==> src/rtl/tkz_seq_pkg.sv <==
// Shared types and width helpers for the Skinny tweakey (TKz) sequencer.
// Optional abort path is enabled with the TKZ_SEQ_ABORT_EN macro.
package tkz_seq_pkg;

    typedef enum logic [1:0] {
        IDLE   = 2'd0,
        ROUND  = 2'd1,
        REVERT = 2'd2,
        DONE   = 2'd3
    } tkz_state_t;

    localparam int unsigned TKZ_ROUNDS_DEF = 56;
    localparam int unsigned TKZ_CPR_DEF    = 4;
    localparam int unsigned TKZ_REVERT_DEF = 1;

    // A counter over n values never collapses to zero bits, even for n==1.
    function automatic int unsigned cnt_width(input int unsigned n);
        return (n > 1) ? $clog2(n) : 1;
    endfunction

    localparam int unsigned TKZ_ROUND_W  = cnt_width(TKZ_ROUNDS_DEF);
    localparam int unsigned TKZ_SLICE_W  = cnt_width(TKZ_CPR_DEF);
    localparam int unsigned TKZ_REVERT_W = cnt_width(TKZ_REVERT_DEF);

endpackage

==> src/rtl/tkz_round_slice_cnt.sv <==
// Slice/round counters for the TKz sequencer: the slice index wraps every CPR
// enabled cycles and carries into the round index, which wraps after ROUNDS.
module tkz_round_slice_cnt
    import tkz_seq_pkg::*;
#(
    parameter  int unsigned ROUNDS = TKZ_ROUNDS_DEF,
    parameter  int unsigned CPR    = TKZ_CPR_DEF,
    localparam int unsigned RW     = cnt_width(ROUNDS),
    localparam int unsigned SW     = cnt_width(CPR)
) (
    input  logic          clk,
    input  logic          rst,
    input  logic          clear,
    input  logic          en,
    output logic [RW-1:0] round,
    output logic [SW-1:0] slice,
    output logic          round_last,
    output logic          block_last
);

    logic slice_last;

    assign slice_last = (slice == SW'(CPR - 1));
    assign round_last = (round == RW'(ROUNDS - 1));
    assign block_last = slice_last & round_last;

    always_ff @(posedge clk) begin
        if (rst || clear) begin
            round <= '0;
            slice <= '0;
        end else if (en) begin
            if (slice_last) begin
                slice <= '0;
                round <= round_last ? '0 : round + 1'b1;
            end else begin
                slice <= slice + 1'b1;
            end
        end
    end

endmodule

==> src/rtl/tkz_seq_ctrl.sv <==
// Tweakey update sequencer: ROUNDS*CPR update cycles then REVERT_CYCLES restore
// cycles per block. Define TKZ_SEQ_ABORT_EN to add the abort/aborted ports.
module tkz_seq_ctrl
    import tkz_seq_pkg::*;
#(
    parameter  int unsigned ROUNDS        = TKZ_ROUNDS_DEF,
    parameter  int unsigned CPR           = TKZ_CPR_DEF,
    parameter  int unsigned REVERT_CYCLES = TKZ_REVERT_DEF,
    localparam int unsigned RW            = cnt_width(ROUNDS),
    localparam int unsigned SW            = cnt_width(CPR)
) (
    input  logic          clk,
    input  logic          rst,
    input  logic          start,
    input  logic          hold,
`ifdef TKZ_SEQ_ABORT_EN
    input  logic          abort,
    output logic          aborted,
`endif
    output logic          ready,
    output logic          busy,
    output logic          enc,
    output logic          se,
    output logic [RW-1:0] round,
    output logic [SW-1:0] slice,
    output logic          last_round,
    output logic          done
);

    localparam int unsigned     VW       = cnt_width(REVERT_CYCLES);
    localparam logic [VW-1:0]   REV_LOAD = VW'((REVERT_CYCLES > 0) ? REVERT_CYCLES - 1 : 0);
    // With no revert cycles the last round (or an abort) goes straight to DONE.
    localparam tkz_state_t      POST_RND = (REVERT_CYCLES > 0) ? REVERT : DONE;

    tkz_state_t    state, state_nxt;
    logic [VW-1:0] rev_cnt, rev_cnt_nxt;
    logic          cnt_en, cnt_clear;
    logic          round_last, block_last;
    logic          abort_take;

`ifdef TKZ_SEQ_ABORT_EN
    logic aborted_q, aborted_nxt;

    assign abort_take = (state == ROUND) & abort;
    assign aborted    = aborted_q;

    always_comb begin
        aborted_nxt = aborted_q;
        if (abort_take)
            aborted_nxt = 1'b1;
        if (state == DONE)
            aborted_nxt = 1'b0;
    end

    always_ff @(posedge clk) begin
        if (rst)
            aborted_q <= 1'b0;
        else
            aborted_q <= aborted_nxt;
    end
`else
    assign abort_take = 1'b0;
`endif

    tkz_round_slice_cnt #(
        .ROUNDS (ROUNDS),
        .CPR    (CPR)
    ) u_cnt (
        .clk        (clk),
        .rst        (rst),
        .clear      (cnt_clear),
        .en         (cnt_en),
        .round      (round),
        .slice      (slice),
        .round_last (round_last),
        .block_last (block_last)
    );

    always_ff @(posedge clk) begin
        if (rst) begin
            state   <= IDLE;
            rev_cnt <= '0;
        end else begin
            state   <= state_nxt;
            rev_cnt <= rev_cnt_nxt;
        end
    end

    always_comb begin
        state_nxt   = state;
        rev_cnt_nxt = rev_cnt;
        cnt_en      = 1'b0;
        cnt_clear   = (state != ROUND);
        ready       = 1'b0;
        busy        = 1'b0;
        enc         = 1'b0;
        se          = 1'b0;
        done        = 1'b0;
        case (state)
            IDLE: begin
                ready = 1'b1;
                if (start)
                    state_nxt = ROUND;
            end
            ROUND: begin
                busy = 1'b1;
                enc  = ~hold;
                if (abort_take) begin
                    state_nxt   = POST_RND;
                    rev_cnt_nxt = REV_LOAD;
                    cnt_clear   = 1'b1;
                end else if (!hold) begin
                    cnt_en = 1'b1;
                    if (block_last) begin
                        state_nxt   = POST_RND;
                        rev_cnt_nxt = REV_LOAD;
                    end
                end
            end
            REVERT: begin
                busy = 1'b1;
                enc  = ~hold;
                se   = 1'b1;
                if (!hold) begin
                    if (rev_cnt == '0)
                        state_nxt = DONE;
                    else
                        rev_cnt_nxt = rev_cnt - 1'b1;
                end
            end
            DONE: begin
                done      = 1'b1;
                state_nxt = IDLE;
            end
            default: state_nxt = IDLE;
        endcase
    end

    assign last_round = (state == ROUND) & round_last;

endmodule

==> config.mk <==
export PLATFORM = sky130hd
export DESIGN_NAME = tkz_seq_ctrl
export DESIGN_NICKNAME = d
export VERILOG_FILES = /design/src/rtl/tkz_seq_pkg.sv /design/src/rtl/tkz_round_slice_cnt.sv /design/src/rtl/tkz_seq_ctrl.sv
export SDC_FILE = /design/constraint.sdc
export NUM_CORES = 1
export LEC_CHECK = 0
export CAP_MARGIN = 20
export CORE_MARGIN = 4
export CORE_UTILIZATION = 35
export DETAILED_ROUTE_END_ITERATION = 10
export PLACE_DENSITY = 0.67
export REMOVE_ABC_BUFFERS = 1
export SYNTH_ARGS = -nofsm -noshare
export SYNTH_HDL_FRONTEND = slang
export SYNTH_SLANG_ARGS = --single-unit
==> constraint.sdc <==
create_clock -name clk -period 1.6 [get_ports clk]
set_input_delay 0.16 -clock clk [delete_from_list [all_inputs] [get_ports clk]]
set_output_delay 0.16 -clock clk [all_outputs]
set_load 0.02 [all_outputs]
# After elaboration in Yosys (flattened, before gate mapping)
# Cells that the tools add are included.
[totals] n_memories=0 register_bits=11 wordCells=48 inputBits=4 mem_bits_rw=0 rom_bits=0 output_inout_bits=14 latch_bits=0
[op_classes] mul=0 bitwise=3 muxes=20 n_reduce_logical=7 n_eq_ne=11 n_div=0 addsub=3 shifts=0 magnitude_cmp=0
[op_table] operator="$mux W2" count=6
[op_table] operator="$mux W1" count=11
[op_table] operator="$ne A2 B2 Y1 const B" count=5
[op_table] operator="$pmux W2 S4" count=1
[op_table] operator="$add A6 B1 Y6 const B" count=1
[op_table] operator="$eq A2 B2 Y1 const B" count=3
[op_table] operator="$eq A6 B6 Y1 const B" count=1
[op_table] operator="$mux W6" count=1
[op_table] operator="$reduce_and A5 Y1" count=1
[op_table] operator="$reduce_and A4 Y1" count=1
[op_table] operator="$add A2 B1 Y2 const B" count=1
[op_table] operator="$and A1 B1 Y1" count=2
[op_table] operator="$eq A2 B1 Y1 const B" count=1
[op_table] operator="$logic_not A2 Y1" count=1
[op_table] operator="$ne A2 B1 Y1 const B" count=1
[op_table] operator="$pmux W1 S2" count=1
[op_table] operator="$reduce_and A2 Y1" count=1
[op_table] operator="$reduce_bool A2 Y1" count=1
[op_table] operator="$reduce_or A2 Y1" count=1
[op_table] operator="$logic_or A1 B1 Y1" count=1
[op_table] operator="$not A1 Y1" count=1
[op_table] operator="$sub A1 B1 Y1 const B" count=1

# Longest topological paths before layout
# Gate-level depths: netlist of run 1.
[depth] depth_word=5 mapped_depth=6 depth_no_buf=6

# By module
# Synthesis of run 1 repeated with hierarchy kept, for this count alone.
[hier_totals] hier_cells=68 area_unflattened_um2=599.3
[by_module_without_submodules] module="tkz_round_slice_cnt" area_per_inst_um2=406.6 cells_each=46 n_inst=1 seq_area_each_um2=160.2
[by_module_without_submodules] module="tkz_seq_ctrl" area_per_inst_um2=192.7 cells_each=22 n_inst=1 seq_area_each_um2=40.0

# Worst setup path before layout of run 1
# OpenSTA, ideal clock, no wires.
[synth_path] path_type="register to register" from="reg u_cnt.round[0]" to="reg state[0]" period_less_slack_ns=1.451 arrival_ns=1.359 path_stages_with_launch=6 n_path_buf=0 required_ns=1.508 slack_ns=0.149 setup_ns=0.092 cell_sequence="dfxtp_1 -> ha_1 -> and4b_1 -> a31oi_2 -> or2_1 -> o32ai_1"
[synth_via] elab_chain_cells=4
[synth_rtl] item="from (decl)" line="tkz_round_slice_cnt.sv:15" rtl="output logic [RW-1:0] round,"
[synth_rtl] item="from (signal assigned)" line="tkz_round_slice_cnt.sv:34" rtl="round <= round_last ? '0 : round + 1'b1;"
[synth_rtl] item="$eq A6 B6 Y1" line="tkz_round_slice_cnt.sv:24" rtl="assign round_last = (round == RW'(ROUNDS - 1));"
[synth_rtl] item="$and A1 B1 Y1" line="tkz_round_slice_cnt.sv:25" rtl="assign block_last = slice_last & round_last;"
[synth_rtl] item="$ne A2 B2 Y1 (no line)"
[synth_rtl] item="$reduce_and A5 Y1 (no line)"
[synth_rtl] item="to (signal assigned)" line="tkz_seq_ctrl.sv:84" rtl="state <= state_nxt;"
[synth_rtl] item="to (decl)" line="tkz_seq_ctrl.sv:35" rtl="tkz_state_t state, state_nxt;"
# No other way between the ends.
# A chain may end at the register's enable or synchronous reset.

# Worst setup path after layout of run 1
[layout_path] from="reg u_cnt.round[3]" to="out round[3]"
[layout_lines] item="to (decl)" line="tkz_seq_ctrl.sv:24" rtl="output logic [RW-1:0] round,"
# No word-level cell between the ends.

==> flow_summary_export.csv, run 1 <==
group,metric,value,unit
timing,final.period_utilization,0.9492,
yosys,postSynthAreaPerCell,8.835,µm²
timing,final-setup-viol-count,0,
critical_path,crit_path_max_fanout,6,
yosys,ys_async_sr_fraction,0,
pwr,swShare,0.3700,
placed_design,place_hpwl,1130,µm
layout,fin_nets,109,
yosys,synth_edf_count,0,
yosys,ys_ff_latch,10,
global_routing,gr-total-overflow,0,
routing,drc,0,
pwr,peakVddDrop,0.0008152,V
timing,grt_setup_unrepaired,"no",
routing,firstDrtPassIters,2,
clock_network,cts_tree,"yes",
critical_path,reg2regPathDepth,7,
yosys,ys_seq_area_frac,0.3486,
yosys,yosys_warnings,0,
placed_design,io_buffers,17,
clock_network,hold_buffers,0,
clock_network,root_buffer,"clkbuf_4",
timing,setup_tns,0,ns
timing,hold_violations,0,
yosys,synth_top_area_share,0.3486,
clock_network,cts.sinks,10,
clock_network,clockBufferDepth,2,
critical_path,startpoint_type,"register",
placed_design,globalplace.congestion,0.7558,
timing,fmax,0.6584,GHz
hold_path,hold_path.class,"reg2reg",
floorplan,die-area,0.002353,mm²
pwr,p_leak,0.0004050,µW
yosys,synth_ff_type,"dfxtp_1",
timing,fin_crit,1.519,ns
hold_path,min_from,"u_cnt.slice[1]",
hold_path,hold_depth,2,
pwr,internal-power,641.2,µW
floorplan,coreArea,0.001524,mm²
floorplan,rows,14,
floorplan,die_h,48.51,µm
floorplan,start_util,0.3768,
layout,layout-drive-gt1-share,0.2653,
pwr,total_power,1018,µW
critical_path,cp_data_arrival_time,1.36,ns
routing,wl,1396,µm
clock_network,cts-buffers-inserted,3,
routing,drtAntennaViolNets,0,
routing,via_per_inst,5.123,
routing,drtIter0Drc,5,
pwr,power.density,1159,mW/mm²
hold_path,holdPathEnd,"u_cnt.slice[1]",
clock_network,clk_pin_slew,0.07,ns
layout,syn2layout_area_growth,52.94,%
yosys,yosys.area.top_type,"dfxtp_1",
critical_path,end_kind,"primary output",
critical_path,rrSetupSlack,0.14,ns
timing,clock_skew,0.002026,ns
timing,slew_headroom,0.7815,
global_routing,antenna_found_initial,0,
clock_network,clock_latency,0.27,ns
critical_path,cp.required,1.44,ns
run_status,status,"completed",
pwr,p_clk_frac,0.227,
timing,setup_ws,0.08121,ns
timing,slew_violations,0,
timing,worst_slew_pin_slew,0.3277,ns
yosys,synthTopCellsByCount,"dfxtp_1 (10), a21oi_1 (6), ha_1 (6), nand2_1 (6)",
yosys,synthMostInstantiatedCell,"dfxtp_1",
global_routing,grt_use_total,0.1285,
layout,utilization,0.5764,
clock_network,h-tree-depth,1,
yosys,netlist_instances,65,
pwr,switchingPower,376.5,µW
run,maxCapViolCount,0,
floorplan,io_pins,18,
global_routing,grt_pass1_vias,587,
yosys,synth.area.top_cells,"dfxtp_1 (35%), ha_1 (13%), a21oi_1 (5.2%)",
critical_path,critPathKind,"reg2out",
critical_path,r2r-end,"state[0]",
yosys,netlist_area,574.3,µm²
critical_path,rr_startpoint,"state[0]",
placed_design,dp_slack,-0.007547,ns
routing,wire_per_inst,12.25,µm
global_routing,grt_max_degree,9,
layout,diodes,0,
global_routing,grt_pass1_wl,2456,µm
pwr,p_comb_frac,0.490,
routing,vias,584,
yosys,synth_cell_types,28,
pwr,seqPwrFrac,0.283,
floorplan,die_x,48.51,µm
## metal layers
| layer | share of wire | GRT usage | vias up |
|---|---|---|---|
| met3 | 0.039 | 0.02147 | 4 |
| met4 | 0.027 | 0.09865 | 0 |
| met2 | 0.46 | 0.1978 | 12 |
| li1 | - | - | 300 |
| met1 | 0.47 | 0.1567 | 268 |
| met5 | 0 | 0 | - |
## power groups by stage
stage	Clock, µW	Combinational, µW	Sequential [µW]
after detailed placement	0	555	294
after floorplan	0	294	302
after global placement	0	540	293
after global routing	250	554	291
after CTS	238	515	289
final	231	498	288
## worst max path at each step
stage | from | to | slack (ns) | depth (start not counted)
detailed placement | u_cnt.round[0] | last_round | -0.008 | 4
global route | u_cnt.round[3] | round[3] | 0.03 | 2
global placement | u_cnt.round[0] | last_round | 0.02 | 4
finish | u_cnt.round[3] | round[3] | 0.08 | 2
floorplan | u_cnt.slice[0] | state[0] | 0.11 | 5
CTS | state[0] | enc | 0.02 | 4
## sequential cells by signal, summed over array words and instances (netlist names)
register and count:
u_cnt.slice 2, u_cnt.round 6, state 2
## layout make-up
class	count	area [µm²]
fillers	151	645.6
inverters	4	15.01
clock buffers	4	36.28
flip-flops and latches	10	200.2
repair buffers	32	267.8
well taps	16	20.02
multi-input cells	48	339.1
## critical path, stage by stage, from the launching register on
cell and delay [ns]:
dfxtp_1 0.34, buf_4 0.14, clkdlybuf4s50_1 0.60
## through the flow
| step | cells | instance area (µm²) | hold WS [ns] |
|---|---|---|---|
| floorplan | 62 | 554.3 | 0.2758 |
| global placement | 110 | 857.1 | 0.5132 |
| detailed placement | 110 | 857.1 | 0.5363 |
| CTS | 114 | 890.9 | 0.5552 |
| global route | 114 | 878.3 | 0.5955 |
| finish | 114 | 878.3 | 0.5417 |
## timing repair
action                     CTS  global route
hold endpoints to repair     0             0
cloned                       0             0
buffers inserted             0             0
gates resized for setup     10             2
pin swaps                    0             0
setup endpoints to repair    6             2
## placed cells by master (no fill, tap or decap), types with 3 or more instances in the layout
| master | netlist | routed |
|---|---|---|
| buf_4 | 0 | 15 |
| clkdlybuf4s50_1 | 0 | 11 |
| dfxtp_1 | 10 | 10 |
| a21oi_1 | 6 | 6 |
| nand2_1 | 6 | 6 |
| ha_1 | 6 | 6 |
| inv_1 | 4 | 4 |
| nor2_1 | 4 | 4 |
| dlygate4sd2_1 | 0 | 4 |
| clkbuf_4 | 0 | 3 |
## cell families after synthesis
group | Yosys count | share of synthesized area
xor gates and xnor gates | 1 | 0.01525
and+or+nand+nor | 24 | 0.2244
buffers and inverters | 7 | 0.06098
muxes | 2 | 0.03486
adders and majority gates | 6 | 0.1307
DFF | 10 | 0.3486
AOI/OAI and AO/OA | 15 | 0.1852
Power figures use the tool's default switching activity.
==> run 2, diff against run 1 <==
--- a/config.mk
+++ b/config.mk
@@ -5,7 +5,6 @@
 export SDC_FILE = /design/constraint.sdc
 export NUM_CORES = 1
 export LEC_CHECK = 0
-export CAP_MARGIN = 20
 export CORE_MARGIN = 4
 export CORE_UTILIZATION = 35
 export DETAILED_ROUTE_END_ITERATION = 10
==> constraint.sdc (replaced) <==
create_clock -name clk -period 1.6 [get_ports clk]
set_input_delay 0.16 -clock clk [delete_from_list [all_inputs] [get_ports clk]]
set_output_delay 0.16 -clock clk [all_outputs]
set_load 0.005 [all_outputs]
==> run 2 against run 1 <==
Non-clock buffer count down 5. Wire length down 8.8%. Utilization up 0.33 points. Fmax down 1.4%. Combinational power down 11%. Sequential cell count unchanged. Sequential share of layout area up 0.44 points. Largest power group unchanged.
==> flow_summary_export.csv, run 2 (same netlist as run 1, synthesis figures left out) <==
group,metric,value,unit
run_status,status,"completed",
global_routing,gr-total-overflow,0,
hold_path,hold_path.class,"reg2reg",
hold_path,holdPathEnd,"u_cnt.round[5]",
layout,layout-drive-gt1-share,0.3118,
pwr,p_comb_frac,0.456,
clock_network,clk_pin_slew,0.07,ns
layout,top_regs,"u_cnt.round x6, state x2, u_cnt.slice x2",
clock_network,clock_latency,0.27,ns
pwr,p_clk_frac,0.239,
routing,via_per_inst,5.174,
floorplan,coreArea,0.001524,mm²
timing,fmax,0.6494,GHz
routing,drtIter0Drc,14,
run,maxCapViolCount,0,
routing,wire_per_inst,11.68,µm
clock_network,clockBufferDepth,2,
routing,drtAntennaViolNets,0,
global_routing,grt_pass1_wl,2111,µm
floorplan,die_x,48.51,µm
critical_path,cp.required,1.44,ns
timing,final-setup-viol-count,0,
critical_path,crit_path_max_fanout,3,
layout,fin_nets,104,
global_routing,grt_max_degree,9,
timing,slew_violations,0,
timing,setup_tns,0,ns
clock_network,cts-buffers-inserted,3,
pwr,seqPwrFrac,0.305,
clock_network,cts.sinks,10,
routing,drc,0,
layout,most-common-layout-cells,"clkdlybuf4s50_1 (13), buf_4 (10), a21oi_1 (6), nand2_1 (6), dfxtp_1 (6)",
timing,clock_skew,0.003466,ns
layout,design_area,883.3,µm²
timing,slew_headroom,0.7915,
global_routing,grt_use_total,0.1124,
pwr,power.density,1105,mW/mm²
placed_design,io_buffers,17,
clock_network,cts_tree,"yes",
layout,regMostFlops,"u_cnt.round",
clock_network,hold_buffers,0,
timing,fin_crit,1.540,ns
critical_path,startpoint_type,"register",
routing,wl,1273,µm
critical_path,critPathKind,"reg2out",
layout,syn2layout_area_growth,53.81,%
critical_path,rrSetupSlack,0.22,ns
pwr,p_leak,0.0004016,µW
timing,grt_setup_unrepaired,"no",
routing,vias,564,
critical_path,rr_startpoint,"u_cnt.slice[0]",
hold_path,min_from,"u_cnt.round[5]",
placed_design,place_hpwl,981,µm
placed_design,dpl_cell_area,804.5,µm²
critical_path,path_cells,"ha_2 > and4b_1 > and3_1 > dlygate4sd2_1",
critical_path,max_stage_delay,0.32,ns
floorplan,die_h,48.51,µm
critical_path,cp_data_arrival_time,1.38,ns
critical_path,reg2regPathDepth,5,
hold_path,hold_depth,1,
critical_path,r2r-end,"u_cnt.round[5]",
placed_design,globalplace.congestion,0.7439,
clock_network,root_buffer,"clkbuf_4",
timing,final.period_utilization,0.9624,
floorplan,start_util,0.3768,
pwr,swShare,0.3106,
clock_network,h-tree-depth,1,
floorplan,die-area,0.002353,mm²
pwr,internal-power,672.8,µW
layout,largest_reg_flops,6,
layout,diodes,0,
critical_path,end_kind,"primary output",
timing,worst_slew_pin_slew,0.3127,ns
global_routing,antenna_found_initial,0,
pwr,switchingPower,303.1,µW
floorplan,rows,14,
layout,nFillCells,135,
global_routing,grt_pass1_vias,471,
pwr,peakVddDrop,0.0007189,V
timing,hold_violations,0,
layout,layout_commonest_cell,"clkdlybuf4s50_1",
routing,firstDrtPassIters,4,
floorplan,io_pins,18,
critical_path,cpMaxStageDelayCell,"dfxtp_2",
==> run 2: cell count changes in the layout (fill, tap and decap cells not counted) <==
cell             previous run  this run
buf_4                      15        10
dlygate4sd2_1               4         2
inv_2                       0         2
inv_1                       4         2
ha_4                        0         1
clkdlybuf4s50_1            11        13
dfxtp_1                    10         6
dfxtp_2                     0         4
dlymetal6s2s_1              0         2
ha_2                        0         3
ha_1                        6         2
buf_2                       2         0
==> run 2: per-layer routing <==
metal | GRT usage | routed length (µm) | vias up
met5 | 0 | 0 | -
met4 | 0.08072 | 27 | 0
met3 | 0.02454 | 79 | 4
met2 | 0.1609 | 539 | 21
met1 | 0.1463 | 626 | 245
li1 | - | - | 294
==> run 2: worst max-delay path, delay by kind of cell, from the launching register on <==
| family | cells | cell delay, ns |
|---|---|---|
| adder cells (fa/ha/maj) | 1 | 0.18 |
| buffers and inverters | 1 | 0.25 |
| AND/OR/NAND/NOR | 2 | 0.35 |
| flip-flops | 1 | 0.32 |
==> run 2: repair_timing <==
item | 4_1_cts | 5_1_grt
pin swaps | 1 | 0
gates resized for setup | 10 | 4
buffers inserted | 2 | 0
endpoints found under the setup margin | 5 | 3
==> run 2: through the flow <==
stage	hold WS [ns]	std cells	setup slack (ns)	power (µW)	utilization
after global placement	0.5057	103	0.07204	683.1	0.5279
after global routing	0.5688	109	0.005587	1048	0.5796
final	0.5353	109	0.06016	976.0	0.5796
after detailed placement	0.5239	103	0.05562	684.7	0.5279
after floorplan	0.2757	62	0.2491	509.3	-
after CTS	0.5337	109	0.01500	994.3	0.5731
==> run 2: final cells by class <==
cell class	count	area (µm²)	area share
multi-input cells	48	359.1	0.4065
flip-flops and latches	10	205.2	0.2323
clock buffers	4	36.28	0.04108
inverters	4	15.01	0.01700
repair buffers	27	247.7	0.2805
well taps	16	20.02	0.02266
==> run 2: power groups by stage <==
| stage | Clock, µW | Combinational [µW] | Sequential, µW |
|---|---|---|---|
| global route | 252 | 494 | 301 |
| CTS | 241 | 455 | 297 |
| finish | 233 | 445 | 297 |
| detailed placement | 0 | 383 | 301 |
| global placement | 0 | 384 | 300 |
| floorplan | 0 | 212 | 297 |
==> run 2: worst max-delay path by stage <==
stage                   start          to  slack (ns)  cells past startpoint
2_1_floorplan  u_cnt.slice[0]    state[0]        0.25                      5
3_3_place_gp   u_cnt.round[0]  last_round        0.07                      4
3_5_place_dp         state[0]         enc        0.06                      4
4_1_cts              state[0]        busy        0.02                      3
5_1_grt        u_cnt.round[0]  last_round       0.006                      4
6_report       u_cnt.round[0]  last_round        0.06                      4
